## src/rtl/dmx_frame_seq.sv

```systemverilog
// rtl/dmx_frame_seq.sv - DMX-512 frame sequencer: channel RAM -> dmx_tx handshake
// One frame = flagged start code + NUM_CH channel bytes, spaced by a minimum baud-tick period.
module dmx_frame_seq #(
  parameter int unsigned NUM_CH     = 512,
  parameter logic [7:0]  START_CODE = 8'h00
) (
  input  logic        clk_i,
  input  logic        rst_ni,
  input  logic        baud_en_i,
  input  logic        enable_i,
  input  logic [19:0] period_i,
  input  logic        buf_sel_i,
  output logic        rd_en_o,
  output logic [9:0]  rd_addr_o,
  input  logic [7:0]  rd_data_i,
  output logic        tx_avail_o,
  output logic [8:0]  tx_data_o,
  input  logic        tx_ack_i,
  output logic        frame_start_o,
  output logic        frame_done_o,
  output logic        busy_o,
  output logic        active_bank_o
);

  typedef enum logic [2:0] {
    S_IDLE, S_START, S_FETCH, S_CAPTURE, S_PRESENT, S_GAP
  } state_e;

  localparam logic [8:0] LAST_IDX = 9'(NUM_CH - 1);

  state_e      state_q, state_d;
  logic [8:0]  idx_q, idx_d;
  logic [19:0] timer_q, timer_d;
  logic        tx_avail_q, tx_avail_d;
  logic [8:0]  tx_data_q, tx_data_d;
  logic        frame_start_q, frame_start_d;
  logic        active_bank_q, active_bank_d;
  logic        accept;
  logic        begin_frame;

  // An ack only counts while a byte is actually on offer.
  assign accept = tx_avail_q & tx_ack_i;

  always_comb begin
    state_d       = state_q;
    idx_d         = idx_q;
    tx_avail_d    = tx_avail_q;
    tx_data_d     = tx_data_q;
    frame_start_d = 1'b0;
    active_bank_d = active_bank_q;
    begin_frame   = 1'b0;
    frame_done_o  = 1'b0;
    timer_d       = timer_q;
    if (baud_en_i && (timer_q != '1)) begin
      timer_d = timer_q + 20'd1;
    end

    unique case (state_q)
      S_IDLE: begin
        if (enable_i) begin_frame = 1'b1;
      end
      S_START: begin
        if (accept) begin
          tx_avail_d = 1'b0;
          state_d    = S_FETCH;
        end
      end
      S_FETCH: begin
        state_d = S_CAPTURE;
      end
      S_CAPTURE: begin
        tx_data_d  = {1'b0, rd_data_i};
        tx_avail_d = 1'b1;
        state_d    = S_PRESENT;
      end
      S_PRESENT: begin
        if (accept) begin
          tx_avail_d = 1'b0;
          if (idx_q == LAST_IDX) begin
            frame_done_o = 1'b1;
            state_d      = S_GAP;
          end else begin
            idx_d   = idx_q + 9'd1;
            state_d = S_FETCH;
          end
        end
      end
      S_GAP: begin
        if (!enable_i) begin
          state_d = S_IDLE;
        end else if (timer_q >= period_i) begin
          begin_frame = 1'b1;
        end
      end
      default: state_d = S_IDLE;
    endcase

    // Entering START: bank and timer are captured here so a frame never mixes banks.
    if (begin_frame) begin
      state_d       = S_START;
      active_bank_d = buf_sel_i;
      idx_d         = '0;
      timer_d       = '0;
      tx_data_d     = {1'b1, START_CODE};
      tx_avail_d    = 1'b1;
      frame_start_d = 1'b1;
    end
  end

  always_ff @(posedge clk_i or negedge rst_ni) begin
    if (!rst_ni) begin
      state_q       <= S_IDLE;
      idx_q         <= '0;
      timer_q       <= '0;
      tx_avail_q    <= 1'b0;
      tx_data_q     <= '0;
      frame_start_q <= 1'b0;
      active_bank_q <= 1'b0;
    end else begin
      state_q       <= state_d;
      idx_q         <= idx_d;
      timer_q       <= timer_d;
      tx_avail_q    <= tx_avail_d;
      tx_data_q     <= tx_data_d;
      frame_start_q <= frame_start_d;
      active_bank_q <= active_bank_d;
    end
  end

  assign rd_en_o       = (state_q == S_FETCH);
  assign rd_addr_o     = {active_bank_q, idx_q};
  assign tx_avail_o    = tx_avail_q;
  assign tx_data_o     = tx_data_q;
  assign frame_start_o = frame_start_q;
  assign active_bank_o = active_bank_q;
  assign busy_o        = (state_q == S_START) || (state_q == S_FETCH) ||
                         (state_q == S_CAPTURE) || (state_q == S_PRESENT);

endmodule

```

## config.mk

```make
export PLATFORM = sky130hd
export DESIGN_NAME = dmx_frame_seq
export DESIGN_NICKNAME = d
export VERILOG_FILES = /design/src/rtl/dmx_frame_seq.sv
export SDC_FILE = /design/constraint.sdc
export NUM_CORES = 1
export LEC_CHECK = 0
export CAP_MARGIN = 30
export CELL_PAD_IN_SITES_DETAIL_PLACEMENT = 0
export CELL_PAD_IN_SITES_GLOBAL_PLACEMENT = 1
export CORE_MARGIN = 2
export CORE_UTILIZATION = 35
export CTS_CLUSTER_DIAMETER = 50
export DETAILED_ROUTE_END_ITERATION = 8
export GPL_TIMING_DRIVEN = 1
export HOLD_SLACK_MARGIN = 0.03
export PLACE_DENSITY = 0.71
export RECOVER_POWER = 25
export SLEW_MARGIN = 20
export SYNTH_ARGS = -nofsm -noshare
export SYNTH_HDL_FRONTEND = slang
export SYNTH_SLANG_ARGS = --single-unit
```

## constraint.sdc

```tcl
create_clock -name clk_i -period 2.35 [get_ports clk_i]
set_clock_uncertainty 0.05 [all_clocks]
set_input_delay 0.235 -clock clk_i [delete_from_list [all_inputs] [get_ports clk_i]]
set_output_delay 0.235 -clock clk_i [all_outputs]
set_load 0.005 [all_outputs]
```

=== Word-level counts from Yosys, hierarchy flattened ===
Index checks and enable logic that the tools add are counted.
Widths: inputs -> output; s select.

* Flip-flop bits (word level): 44
* Input bits: 34
* Word-level logic and storage cells: 63

* Add/sub/neg operators: 2
* Magnitude comparators: 1
* Eq/ne operators: 13
* Multiplexer cells: 25
* Bitwise operators: 1
* Reduce and logical (&&, ||, !) cells: 14

{| class="wikitable"
|+ Operators with widths
! kind !! number
|-
| $mux 9 || 6
|-
| $mux 20 || 2
|-
| $add 20x1->20 const B || 1
|-
| $ge 20x20->1 || 1
|-
| $ne 20x20->1 const B || 1
|-
| $pmux 3 s6 || 1
|-
| $mux 3 || 5
|-
| $add 9x1->9 const B || 1
|-
| $eq 9x9->1 const B || 1
|-
| $mux 1 || 9
|-
| $ne 3x3->1 const B || 3
|-
| $reduce_bool 2->1 || 4
|-
| $eq 3x2->1 const B || 2
|-
| $eq 3x3->1 const B || 2
|-
| $ne 2x2->1 const B || 2
|-
| $pmux 1 s2 || 2
|-
| $reduce_and 4->1 || 1
|-
| $eq 3x1->1 const B || 1
|-
| $logic_not 3->1 || 1
|-
| $logic_or 1x1->1 || 3
|-
| $ne 3x1->1 const B || 1
|-
| $reduce_and 3->1 || 1
|-
| $reduce_bool 3->1 || 1
|-
| $reduce_and 2->1 || 1
|-
| other kinds (3) || 3
|}

=== Depth between registers and ports, before layout ===
* Depth in word-level cells: 6
* Gate-level depth with buffers: 9
* Depth with buffers taken out: 9

=== Least setup slack after synthesis ===
No wires, ideal clock.

* Path type: register to register
* Start: reg idx_q[0]
* End: reg idx_q[7]
* Library setup time: 122 ps
* Arrival: 1917 ps
* Slack: 261 ps
* Cell stages (with the launch flop): 10
* Path buffers: 0
* Cell sequence: dfrtp_1 ha_1 nand3_1 nor2_1 ha_1 nor4b_4 and4_4 and2b_1 xnor2_1 nor2_1

* Longest elaborated chain between the ends: 5
* Elaborated cells on any way between the ends: 8
* Those cells by class: add/sub: 1; eq/ne: 2; mux: 4; reduce/logical: 1

{| class="wikitable"
|+ Ends and longest elaborated chain
! what !! line !! source
|-
| start: declaration || 32 || <nowiki>logic [8:0] idx_q, idx_d;</nowiki>
|-
| start signal: assignment || 121 || <nowiki>idx_q <= idx_d;</nowiki>
|-
| $add 9x1->9 || 83 || <nowiki>idx_d = idx_q + 9'd1;</nowiki>
|-
| $mux 9 || 79 || <nowiki>if (idx_q == LAST_IDX) begin</nowiki>
|-
| $mux 9 || 77 || <nowiki>if (accept) begin</nowiki>
|-
| $mux 9 || 58 || <nowiki>unique case (state_q)</nowiki>
|-
| $mux 9 || 99 || <nowiki>if (begin_frame) begin</nowiki>
|}

Parallel ways exist; a longest one is shown, timed or not. The select of a mux whose other input is x is not followed.
A chain may end at the register's enable or synchronous reset.

=== Worst setup path in the final report ===
* Start: reg idx_q[0]
* End: out frame_done_o

* Longest elaborated chain between the ends: 4

{| class="wikitable"
|+ Ends and longest elaborated chain
! what !! line !! source
|-
| $eq 9x9->1 || 79 ||
|-
| $mux 1 || 79 ||
|-
| $mux 1 || 77 ||
|-
| $mux 1 || 58 ||
|-
| end: declaration || 20 || <nowiki>output logic frame_done_o,</nowiki>
|}

Every way passes these cells.

==> metrics <==
nets@finish around 430; std cell rows 32; normalized max-slew margin a little over a quarter; Max Buffers Root-to-Sink 2; # fillers 740; cell internal pwr ~1.9 mW; largest net degree at the start of global routing 45; Die Height about 92 µm; initial antenna violation count 0; CP endpoint kind output port; clk slew on worst S/H paths 0.08 ns; RSZ-0062 raised after global routing true; Max FO, Critical Path 4; Multi-input gate area about 1500 µm²; Syn Area/Cell 9.14 µm²; YS warnings 0; Wirelength per Cell around 12 µm; Startpoint Class register; post-layout util roughly 48%; R2R setup slack approximately 0.15 ns; Synth Flop Type dfrtp_1; DP Area between 3000 and 4000 µm²; Distinct cells, synth around 50; Num CTS Buffers 5; Worst Path Arrival about 2.0 ns; sequential area share after synthesis around 41%; Critical Path RT 2.07 ns; status finished, final reports clean; Core ar. 7610 µm²; Lkg Pwr ~1.7 nW; sw frac a little under a third; number of register bits inferred by synthesis 44; worst slack, placed -0.202 ns; post-route ant nets 0; CP Class reg2out; placed insts 466; Via density slightly below 5; Buffers on Ports 58; final HPWL from detailed placement 4.51 mm; clock root buffer clkbuf_8; Async SR Flop Fraction 100%; M1 GR Usage approximately 22%; DRC 0; Worst Tran Pin Value ~1.1 ns; Storage cell area approximately 1100 µm²; clock sinks 44; maximum vdd ir drop around 0.32 mV; detailed router's first-iteration violation count between 100 and 150; layout cells sized above 1 12.6%; Sequential Power Share between 30 and 40%; WL final 5.87 mm; Top Usage Layer GRT met2; Max Cap Viol 0; TritonRoute pass-1 iters 4; Fmax 443 MHz; gr ovfl total 0; Comb pwr share 41.8%; met2 usage 23.5%; H-tree Lvls 2; first-pass GRT wire length 10.3 mm; GRT Overall Usage ~15%; Area growth syn-to-layout 35.9%; number of global-route vias before repair 2160; die width a little over 90 µm; total power roughly 2.7 mW; Fin Hold WS 0.426 ns; Post-Layout Cell Count ~480; most frequent cells in the layout 57 x clkdlybuf4s50_1, 44 x dfrtp_1, 35 x nand2_1; worst min path class in2reg; GPL Wtd Cong about 0.85; EDFF count, synth 0; die outline area about 8500 µm²; CTS tree done; Period minus WS final about 2.3 ns; sum of negative setup slack 0 ns; final-report hold violation count 0; Worst-Skew Late Latency between 0.2 and 0.3 ns; vias around 2300; initial core utilization 35.6%; most common library cell in the layout ignoring fill and taps clkdlybuf4s50_1; number of diodes 0; Pwr per Cell Area 744 nW/µm²; met3 GRT Util ~2.6%; Final setup viols 0; mapped cell area 2710 µm²; switching power about 0.87 mW; Pins Over Slew Limit 0; Top Ports 59; Final Cell Area 3680 µm²; Post-Syn Nets 353; period utilization a little over nine tenths; Final WS setup between 0.09 and 0.1 ns; Syn Inst Count around 300; Clock power frac a little over 20%
## critical path: stages (launching register included)
cell and delay [ns]:
dfrtp_1 0.39, ha_1 0.20, nand3_1 0.08, nor2_1 0.11, ha_2 0.23, and3_1 0.16, clkdlybuf4s50_1 0.51
## sequential cells by signal, summed over array words and instances, names as in the netlist
| name | flops |
|---|---|
| idx_q | 9 |
| state_q | 3 |
| frame_start_o | 1 |
| tx_data_o | 9 |
| timer_q | 20 |
| active_bank_o | 1 |
| tx_avail_o | 1 |
## kinds of logic (layout without fill, tap and decap cells)
family          count (synthesis)  after routing  share of synthesized area, %
simple gates                  127            127                          24.0
flops                          44             44                          40.7
compound gates                 42             42                          9.99
buf+inv                        31            108                          4.99
xor+xnor                       25             25                          8.09
fa+ha+maj                      23             23                          10.6
mux                             4              4                          1.57
## per-layer routing
layer	vias up	wire, µm	part of all wire (%)
met5	-	0	0
met1	1068	2900	49
li1	1166	-	-
met2	40	2680	46
met4	0	66	1.1
met3	7	223	3.8
## final timing paths
check,startpoint,cells past startpoint,endpoint
worst max register to register,timer_q[17]$_DFFE_PN0P_,7,active_bank_o$_DFFE_PN0N_
min in group asynchronous,rst_ni,3,tx_data_o[0]$_DFFE_PN0P_
max in group asynchronous,rst_ni,3,idx_q[7]$_DFFE_PN0P_
worst min-delay path,rd_data_i[7],3,tx_data_o[7]$_DFFE_PN0P_
worst max-delay path,idx_q[0]$_DFFE_PN0P_,6,frame_done_o
worst min register to register,tx_data_o[8]$_DFFE_PN0P_,1,tx_data_o[8]$_DFFE_PN0P_
## layout make-up
cell class | instances | share of cell area [%]
well taps | 102 | 3.47
clock buffers | 5 | 1.87
multi-input cells | 221 | 40.2
inverters | 20 | 2.04
clock inverters | 1 | 0.817
repair buffers | 82 | 21.7
flip-flops and latches | 44 | 29.9
## Yosys cell counts (2+ instances only)
cell type / number / area, µm²
dfrtp_1: 44 / 1100
nand2_1: 35 / 131
nor2_1: 34 / 128
a21oi_1: 23 / 115
ha_1: 23 / 288
inv_1: 20 / 75.1
nand3_1: 20 / 100
xor2_1: 18 / 158
nand4_1: 9 / 56.3
xnor2_1: 7 / 61.3
buf_2: 5 / 25.0
o21ai_0: 5 / 25.0
and3_1: 4 / 25.0
a31oi_1: 3 / 18.8
clkbuf_1: 3 / 11.3
nand2b_1: 3 / 18.8
nor3_1: 3 / 15.0
a21o_1: 2 / 15.0
and4_1: 2 / 17.5
mux2i_1: 2 / 20.0
nor2_2: 2 / 12.5
o21bai_1: 2 / 15.0
## power groups by stage
stage / Combinational (mW) / Clock [mW] / Sequential, mW
4_1_cts: 1.13 / 0.577 / 1.04
2_1_floorplan: 0.552 / 0 / 1.03
6_report: 1.14 / 0.559 / 1.03
3_3_place_gp: 1.12 / 0 / 1.05
3_5_place_dp: 1.12 / 0 / 1.05
5_1_grt: 1.28 / 0.607 / 1.06
## repair_timing
action                                 CTS  global route
setup endpoints to repair                1            31
setup buffers                            0             2
hold buffers                             1             0
gates resized for setup                  1             2
endpoints found under the hold margin   44             0
No activity file was read; power rests on OpenSTA's default activity.
